### config.mk
export PLATFORM = sky130hd
export DESIGN_NAME = dcache_ctrl_flat
export DESIGN_NICKNAME = d
export VERILOG_FILES = /design/src/rtl/dcache_if.sv /design/src/rtl/dcache_ctrl.sv /design/src/flat_wrapper.sv
export SDC_FILE = /design/constraint.sdc
export NUM_CORES = 1
export LEC_CHECK = 0
export BUFFER_PORTS_ARGS = -buffer_cell sky130_fd_sc_hd__buf_2
export CORE_MARGIN = 5
export CORE_UTILIZATION = 35
export DETAILED_ROUTE_END_ITERATION = 10
export SYNTH_ARGS = -nofsm -noshare
export SYNTH_HDL_FRONTEND = slang
export SYNTH_SLANG_ARGS = --single-unit
### constraint.sdc
create_clock -name clk -period 15.5 [get_ports clk]
set_clock_uncertainty 0.15 [all_clocks]
set_input_delay 3.1 -clock clk [delete_from_list [all_inputs] [get_ports clk]]
set_output_delay 3.1 -clock clk [all_outputs]
set_load 0.01 [all_outputs]
### src/rtl/dcache_if.sv
// Pipeline-side and memory-side signals of the data cache controller.
interface dcache_if;
  logic         rd_en;
  logic         wr_en;
  logic         is_byte;
  logic [31:0]  addr;
  logic [31:0]  wdata;
  logic [31:0]  rdata;
  logic         block_pipe_data_cache;
  logic         mem_req;
  logic         mem_we;
  logic [31:0]  mem_addr;
  logic [127:0] mem_wdata;
  logic [127:0] mem_rdata;
  logic         mem_ready;

  modport slave (
    input  rd_en, wr_en, is_byte, addr, wdata, mem_rdata, mem_ready,
    output rdata, block_pipe_data_cache, mem_req, mem_we, mem_addr, mem_wdata
  );

  modport master (
    output rd_en, wr_en, is_byte, addr, wdata, mem_rdata, mem_ready,
    input  rdata, block_pipe_data_cache, mem_req, mem_we, mem_addr, mem_wdata
  );
endinterface

### src/rtl/dcache_ctrl.sv
// Direct-mapped 4 x 16-byte write-back, write-allocate data cache controller.
module dcache_ctrl (
  input  logic     clk,
  input  logic     reset,
  dcache_if.slave  bus
);

  typedef enum logic [1:0] {StIdle, StWriteback, StFill} state_e;

  state_e         state_q, state_d;
  logic [3:0]     valid_q, valid_d;
  logic [3:0]     dirty_q, dirty_d;
  logic [27:0]    miss_line_q, miss_line_d;
  logic [25:0]    tag_q [4];
  logic [127:0]   data_q [4];

  logic [1:0]     idx;
  logic [25:0]    tag;
  logic [1:0]     m_idx;
  logic           req;
  logic           hit;
  logic [127:0]   line;
  logic [127:0]   store_line;
  logic           store_en;
  logic           fill_en;

  assign idx   = bus.addr[5:4];
  assign tag   = bus.addr[31:6];
  assign m_idx = miss_line_q[1:0];
  assign req   = bus.rd_en | bus.wr_en;
  assign hit   = valid_q[idx] && (tag_q[idx] == tag);
  assign line  = data_q[idx];

  // Load data reads the pre-store line, so a combined rd/wr returns old contents.
  always_comb begin
    if (bus.is_byte) begin
      bus.rdata = {24'b0, line[{bus.addr[3:0], 3'b000} +: 8]};
    end else begin
      bus.rdata = line[{bus.addr[3:2], 5'b00000} +: 32];
    end
  end

  always_comb begin
    store_line = line;
    if (bus.is_byte) begin
      store_line[{bus.addr[3:0], 3'b000} +: 8] = bus.wdata[7:0];
    end else begin
      store_line[{bus.addr[3:2], 5'b00000} +: 32] = bus.wdata;
    end
  end

  always_comb begin
    state_d                   = state_q;
    valid_d                   = valid_q;
    dirty_d                   = dirty_q;
    miss_line_d               = miss_line_q;
    store_en                  = 1'b0;
    fill_en                   = 1'b0;
    bus.block_pipe_data_cache = 1'b0;
    bus.mem_req               = 1'b0;
    bus.mem_we                = 1'b0;
    bus.mem_addr              = 32'h0;
    bus.mem_wdata             = 128'h0;
    unique case (state_q)
      StIdle: begin
        if (req) begin
          if (hit) begin
            if (bus.wr_en) begin
              store_en     = 1'b1;
              dirty_d[idx] = 1'b1;
            end
          end else begin
            bus.block_pipe_data_cache = 1'b1;
            miss_line_d               = bus.addr[31:4];
            state_d = (valid_q[idx] && dirty_q[idx]) ? StWriteback : StFill;
          end
        end
      end
      StWriteback: begin
        bus.block_pipe_data_cache = 1'b1;
        bus.mem_req               = 1'b1;
        bus.mem_we                = 1'b1;
        bus.mem_addr              = {tag_q[m_idx], m_idx, 4'b0000};
        bus.mem_wdata             = data_q[m_idx];
        if (bus.mem_ready) begin
          dirty_d[m_idx] = 1'b0;
          state_d        = StFill;
        end
      end
      StFill: begin
        bus.block_pipe_data_cache = 1'b1;
        bus.mem_req               = 1'b1;
        bus.mem_addr              = {miss_line_q, 4'b0000};
        if (bus.mem_ready) begin
          fill_en        = 1'b1;
          valid_d[m_idx] = 1'b1;
          dirty_d[m_idx] = 1'b0;
          state_d        = StIdle;
        end
      end
      default: state_d = StIdle;
    endcase
  end

  always_ff @(posedge clk or posedge reset) begin
    if (reset) begin
      state_q     <= StIdle;
      valid_q     <= 4'b0;
      dirty_q     <= 4'b0;
      miss_line_q <= 28'h0;
    end else begin
      state_q     <= state_d;
      valid_q     <= valid_d;
      dirty_q     <= dirty_d;
      miss_line_q <= miss_line_d;
    end
  end

  // Line storage survives reset; only the valid bits are cleared.
  always_ff @(posedge clk) begin
    if (store_en) begin
      data_q[idx] <= store_line;
    end else if (fill_en) begin
      data_q[m_idx] <= bus.mem_rdata;
      tag_q[m_idx]  <= miss_line_q[27:2];
    end
  end

endmodule

### src/flat_wrapper.sv
// flat-port wrapper written by rule: the top's interface ports become plain ports
module dcache_ctrl_flat 
  (clk, reset, bus_rd_en, bus_wr_en, bus_is_byte, bus_addr, bus_wdata, bus_mem_rdata, bus_mem_ready, bus_rdata, bus_block_pipe_data_cache, bus_mem_req, bus_mem_we, bus_mem_addr, bus_mem_wdata);
  dcache_if bus_i ();
  input  logic clk;
  input  logic reset;
  input wire logic [$bits(bus_i.rd_en)-1:0] bus_rd_en;
  input wire logic [$bits(bus_i.wr_en)-1:0] bus_wr_en;
  input wire logic [$bits(bus_i.is_byte)-1:0] bus_is_byte;
  input wire logic [$bits(bus_i.addr)-1:0] bus_addr;
  input wire logic [$bits(bus_i.wdata)-1:0] bus_wdata;
  input wire logic [$bits(bus_i.mem_rdata)-1:0] bus_mem_rdata;
  input wire logic [$bits(bus_i.mem_ready)-1:0] bus_mem_ready;
  output wire logic [$bits(bus_i.rdata)-1:0] bus_rdata;
  output wire logic [$bits(bus_i.block_pipe_data_cache)-1:0] bus_block_pipe_data_cache;
  output wire logic [$bits(bus_i.mem_req)-1:0] bus_mem_req;
  output wire logic [$bits(bus_i.mem_we)-1:0] bus_mem_we;
  output wire logic [$bits(bus_i.mem_addr)-1:0] bus_mem_addr;
  output wire logic [$bits(bus_i.mem_wdata)-1:0] bus_mem_wdata;
  assign bus_i.rd_en = bus_rd_en;
  assign bus_i.wr_en = bus_wr_en;
  assign bus_i.is_byte = bus_is_byte;
  assign bus_i.addr = bus_addr;
  assign bus_i.wdata = bus_wdata;
  assign bus_i.mem_rdata = bus_mem_rdata;
  assign bus_i.mem_ready = bus_mem_ready;
  assign bus_rdata = bus_i.rdata;
  assign bus_block_pipe_data_cache = bus_i.block_pipe_data_cache;
  assign bus_mem_req = bus_i.mem_req;
  assign bus_mem_we = bus_i.mem_we;
  assign bus_mem_addr = bus_i.mem_addr;
  assign bus_mem_wdata = bus_i.mem_wdata;
  dcache_ctrl u_core (.clk(clk), .reset(reset), .bus(bus_i));
endmodule
==> run summary <==
r2r setup slk - 9900 ps
WL per Instance - 35.7 µm
global-route usage over all layers - 25.5%
Rel. slew slack - 12.3%
Synth cell types - 68
TNS Setup - 0 ps
max-slew violations - 0
worst reg2reg path depth - 9
most used cell, CP - mux4_2
Clk network pwr share - 26.6%
syn avg cell area - 15.5 µm²
area leader, netlist - edfxtp_1
Post-CTS Repair Setup Buffers - 0
Die Wd - 335 µm
pin count of the biggest net entering global routing - 156
I/O pin count - 393
clk_lat worst skew - 660 ps
CTS tree - built
CP Class - in -> out
final WL - 148000 µm
Routed met1 length - 55400 µm
Sw Share - 34.4%
critical path fanouts, max - 83
clk sinks - 654
Max IR drop VDD - 0.0968 mV
reg2reg start - u_core.tag_q[0][14]
share of synthesized flip-flops with an asynchronous set or reset - 5.81%
nets@finish - 2899
reg2reg end - u_core.data_q[2][2]
P_sw - 2.29 mW
Slew @ Worst Pin - 1310 ps
final worst slack - 4750 ps
drt drc - 0
Num CTS Buffers - 77
Worst Path Arrival - 7500 ps
hold path cells - 1
Fin. Hold Viols - 0
Worst-path clk slew - 50 ps
placed wire-length estimate - 103000 µm
CP required - 12250 ps
crit path capture - bus_rdata[6]
crit-path max cell delay - 810 ps
CP Cell Sequence - clkbuf_8 -> buf_4 -> buf_4 -> mux4_2 -> mux4_2 -> mux4_2 -> nand2_1 -> nand2_1 -> buf_2
register bit total from synthesis - 654
design area - 42600 µm²
final setup violation count - 0
Crit. Startpoint - bus_addr[5]
Final min period - 10750 ps
number of synthesized flops with an enable pin - 616
CP Launch Type - primary input
Synth top area share - 49.9%
most frequent cell after synthesis - edfxtp_1
die area - 113000 µm²
PostCTS Resize Cnt - 0
Synth area leaders - edfxtp_1 50%, mux4_2 21%, mux2_4 4.9%
Comb power frac - 35.1%
top routing layer in use - met5
power density over the cells - 156 nW/µm²
grt total ovfl - 0
leak pwr - 14.7 nW
Via density - 6.32
share of cells above drive strength 1 - 39.3%
Levels on crit path - 9
worst min-delay path category - reg -> reg
clock root cell - clkbuf_16
Final ANT Viol Nets - 0
max frequency - 93.1 MHz
met3 WL - 15900 µm
outcome - completed
post-place setup slack - 4860 ps
CP max stage cell - buf_4
initial antenna violation count - 33
Via Count - 26300
Core Region - 105000 µm²
number of hold buffers added after cts - 0
Post-DP Area - 40200 µm²
commonest cells in the netlist - 616 x edfxtp_1, 344 x mux4_2, 199 x a21oi_1
RSZ-0062 raised after global routing - false
CTS max path bufs - 3
sequential share of power - 38.3%
Initial DRC Count - 3542
met2 routed wirelength - 68200 µm
GPL Wtd Cong - 0.946
starting density of the core - 35.2%
mapped cell area - 37100 µm²
crit path capture type - output port
first-pass GRT wire length - 205000 µm
Area growth syn-to-layout - 15.0%
CP top delay family - buffers and inverters
period utilisation layout - 69.3%
number of global-route vias before repair - 26300
Pint - 4.36 mW
Worst Path Buf+Inv - 4
# port buffers - 388
Rows - 119
register area share after synthesis - 52.5%
DR pass1 iterations - 6
Die H - 335 µm
H-tree levels - 3
Max-cap violations - 0
Synth Flop Type - edfxtp_1
Ys Warns - 0
cell count after synthesis - 2393
-- stage by stage --
stage | hold slack (ps) | instances | util [%] | power [mW]
2_1_floorplan | 279 | 2396 | - | 4.04
3_3_place_gp | 299 | 4001 | 38.2 | 4.86
3_5_place_dp | 301 | 4001 | 38.2 | 4.91
4_1_cts | 316 | 4141 | 40.5 | 6.68
5_1_grt | 342 | 4141 | 40.5 | 6.88
6_report | 318 | 4158 | 40.5 | 6.65
-- state kept, by name (all words and copies together), names as in the netlist --
| register | flops |
|---|---|
| u_core.miss_line_q | 28 |
| u_core.state_q | 2 |
| u_core.tag_q | 104 |
| u_core.data_q | 512 |
| u_core.valid_q | 4 |
| u_core.dirty_q | 4 |
-- logic make-up after synthesis --
logic type | Yosys count | synth area share, %
AOI/OAI and AO/OA | 442 | 8.01
xor gates and xnor gates | 22 | 0.520
adders and majority gates | 12 | 0.405
buffers and inverters | 232 | 3.15
DFF | 654 | 52.5
muxes | 602 | 29.7
other | 1 | 0.0101
and+or+nand+nor | 428 | 5.77
-- final cells by class --
type                    count  area, µm²
fillers                  9674      62600
inverters                  15       56.3
clock inverters            49        433
repair buffers            431       2320
flip-flops and latches    654      19500
well taps                1391       1740
multi-input cells        1510      16600
diodes                     17       42.5
clock buffers              91       2010
-- worst register-to-register path, cell delays in order (launching register included) --
cell and delay [ps]:
edfxtp_1 400, mux2_4 290, or3_1 310, a21oi_1 230
o22ai_1 110, or4b_4 580, nor3_4 730, a31o_4 710
buf_4 830, buf_4 850
-- layout by cell type (no fill, tap or decap), types with 7 or more instances in the layout --
master	count
xnor2_1	17
clkinv_2	14
clkbuf_16	78
mux2_4	122
nand3_1	25
edfxtp_1	616
mux4_2	344
mux2_2	41
buf_4	41
nand2_1	96
buf_2	385
o21ai_0	13
a221oi_1	128
nor2_1	109
ha_1	11
nand2b_1	12
and2_1	144
clkinv_1	16
a211oi_1	7
mux2i_1	93
a22oi_1	26
inv_1	11
o22ai_1	17
and3_1	9
clkbuf_1	12
diode_2	17
a21oi_1	199
dfrtp_1	36
-- worst min-delay path by stage --
stage / slack [ps] / end / startpoint
floorplan: 280 / u_core.valid_q[2] / u_core.valid_q[2]
global placement: 300 / u_core.valid_q[2] / u_core.valid_q[2]
detailed placement: 300 / u_core.valid_q[1] / u_core.valid_q[1]
CTS: 320 / u_core.valid_q[1] / u_core.valid_q[1]
global route: 340 / u_core.valid_q[1] / u_core.valid_q[1]
finish: 320 / u_core.valid_q[2] / u_core.valid_q[2]
-- layer usage --
layer / up-vias / GRT usage [%]
met2: 1606 / 39.8
li1: 10500 / -
met3: 329 / 7.50
met4: 16 / 12.5
met1: 13800 / 32.7
met5: - / 0
-- power by group through the flow --
stage               logic, mW  clock network (mW)  registers, mW
floorplan                1.57                   0           2.47
global placement         2.30                   0           2.55
detailed placement       2.33                   0           2.58
CTS                      2.34                1.80           2.55
global route             2.44                1.87           2.57
finish                   2.33                1.77           2.55
Note: power is estimated with default switching activity, not from simulation.
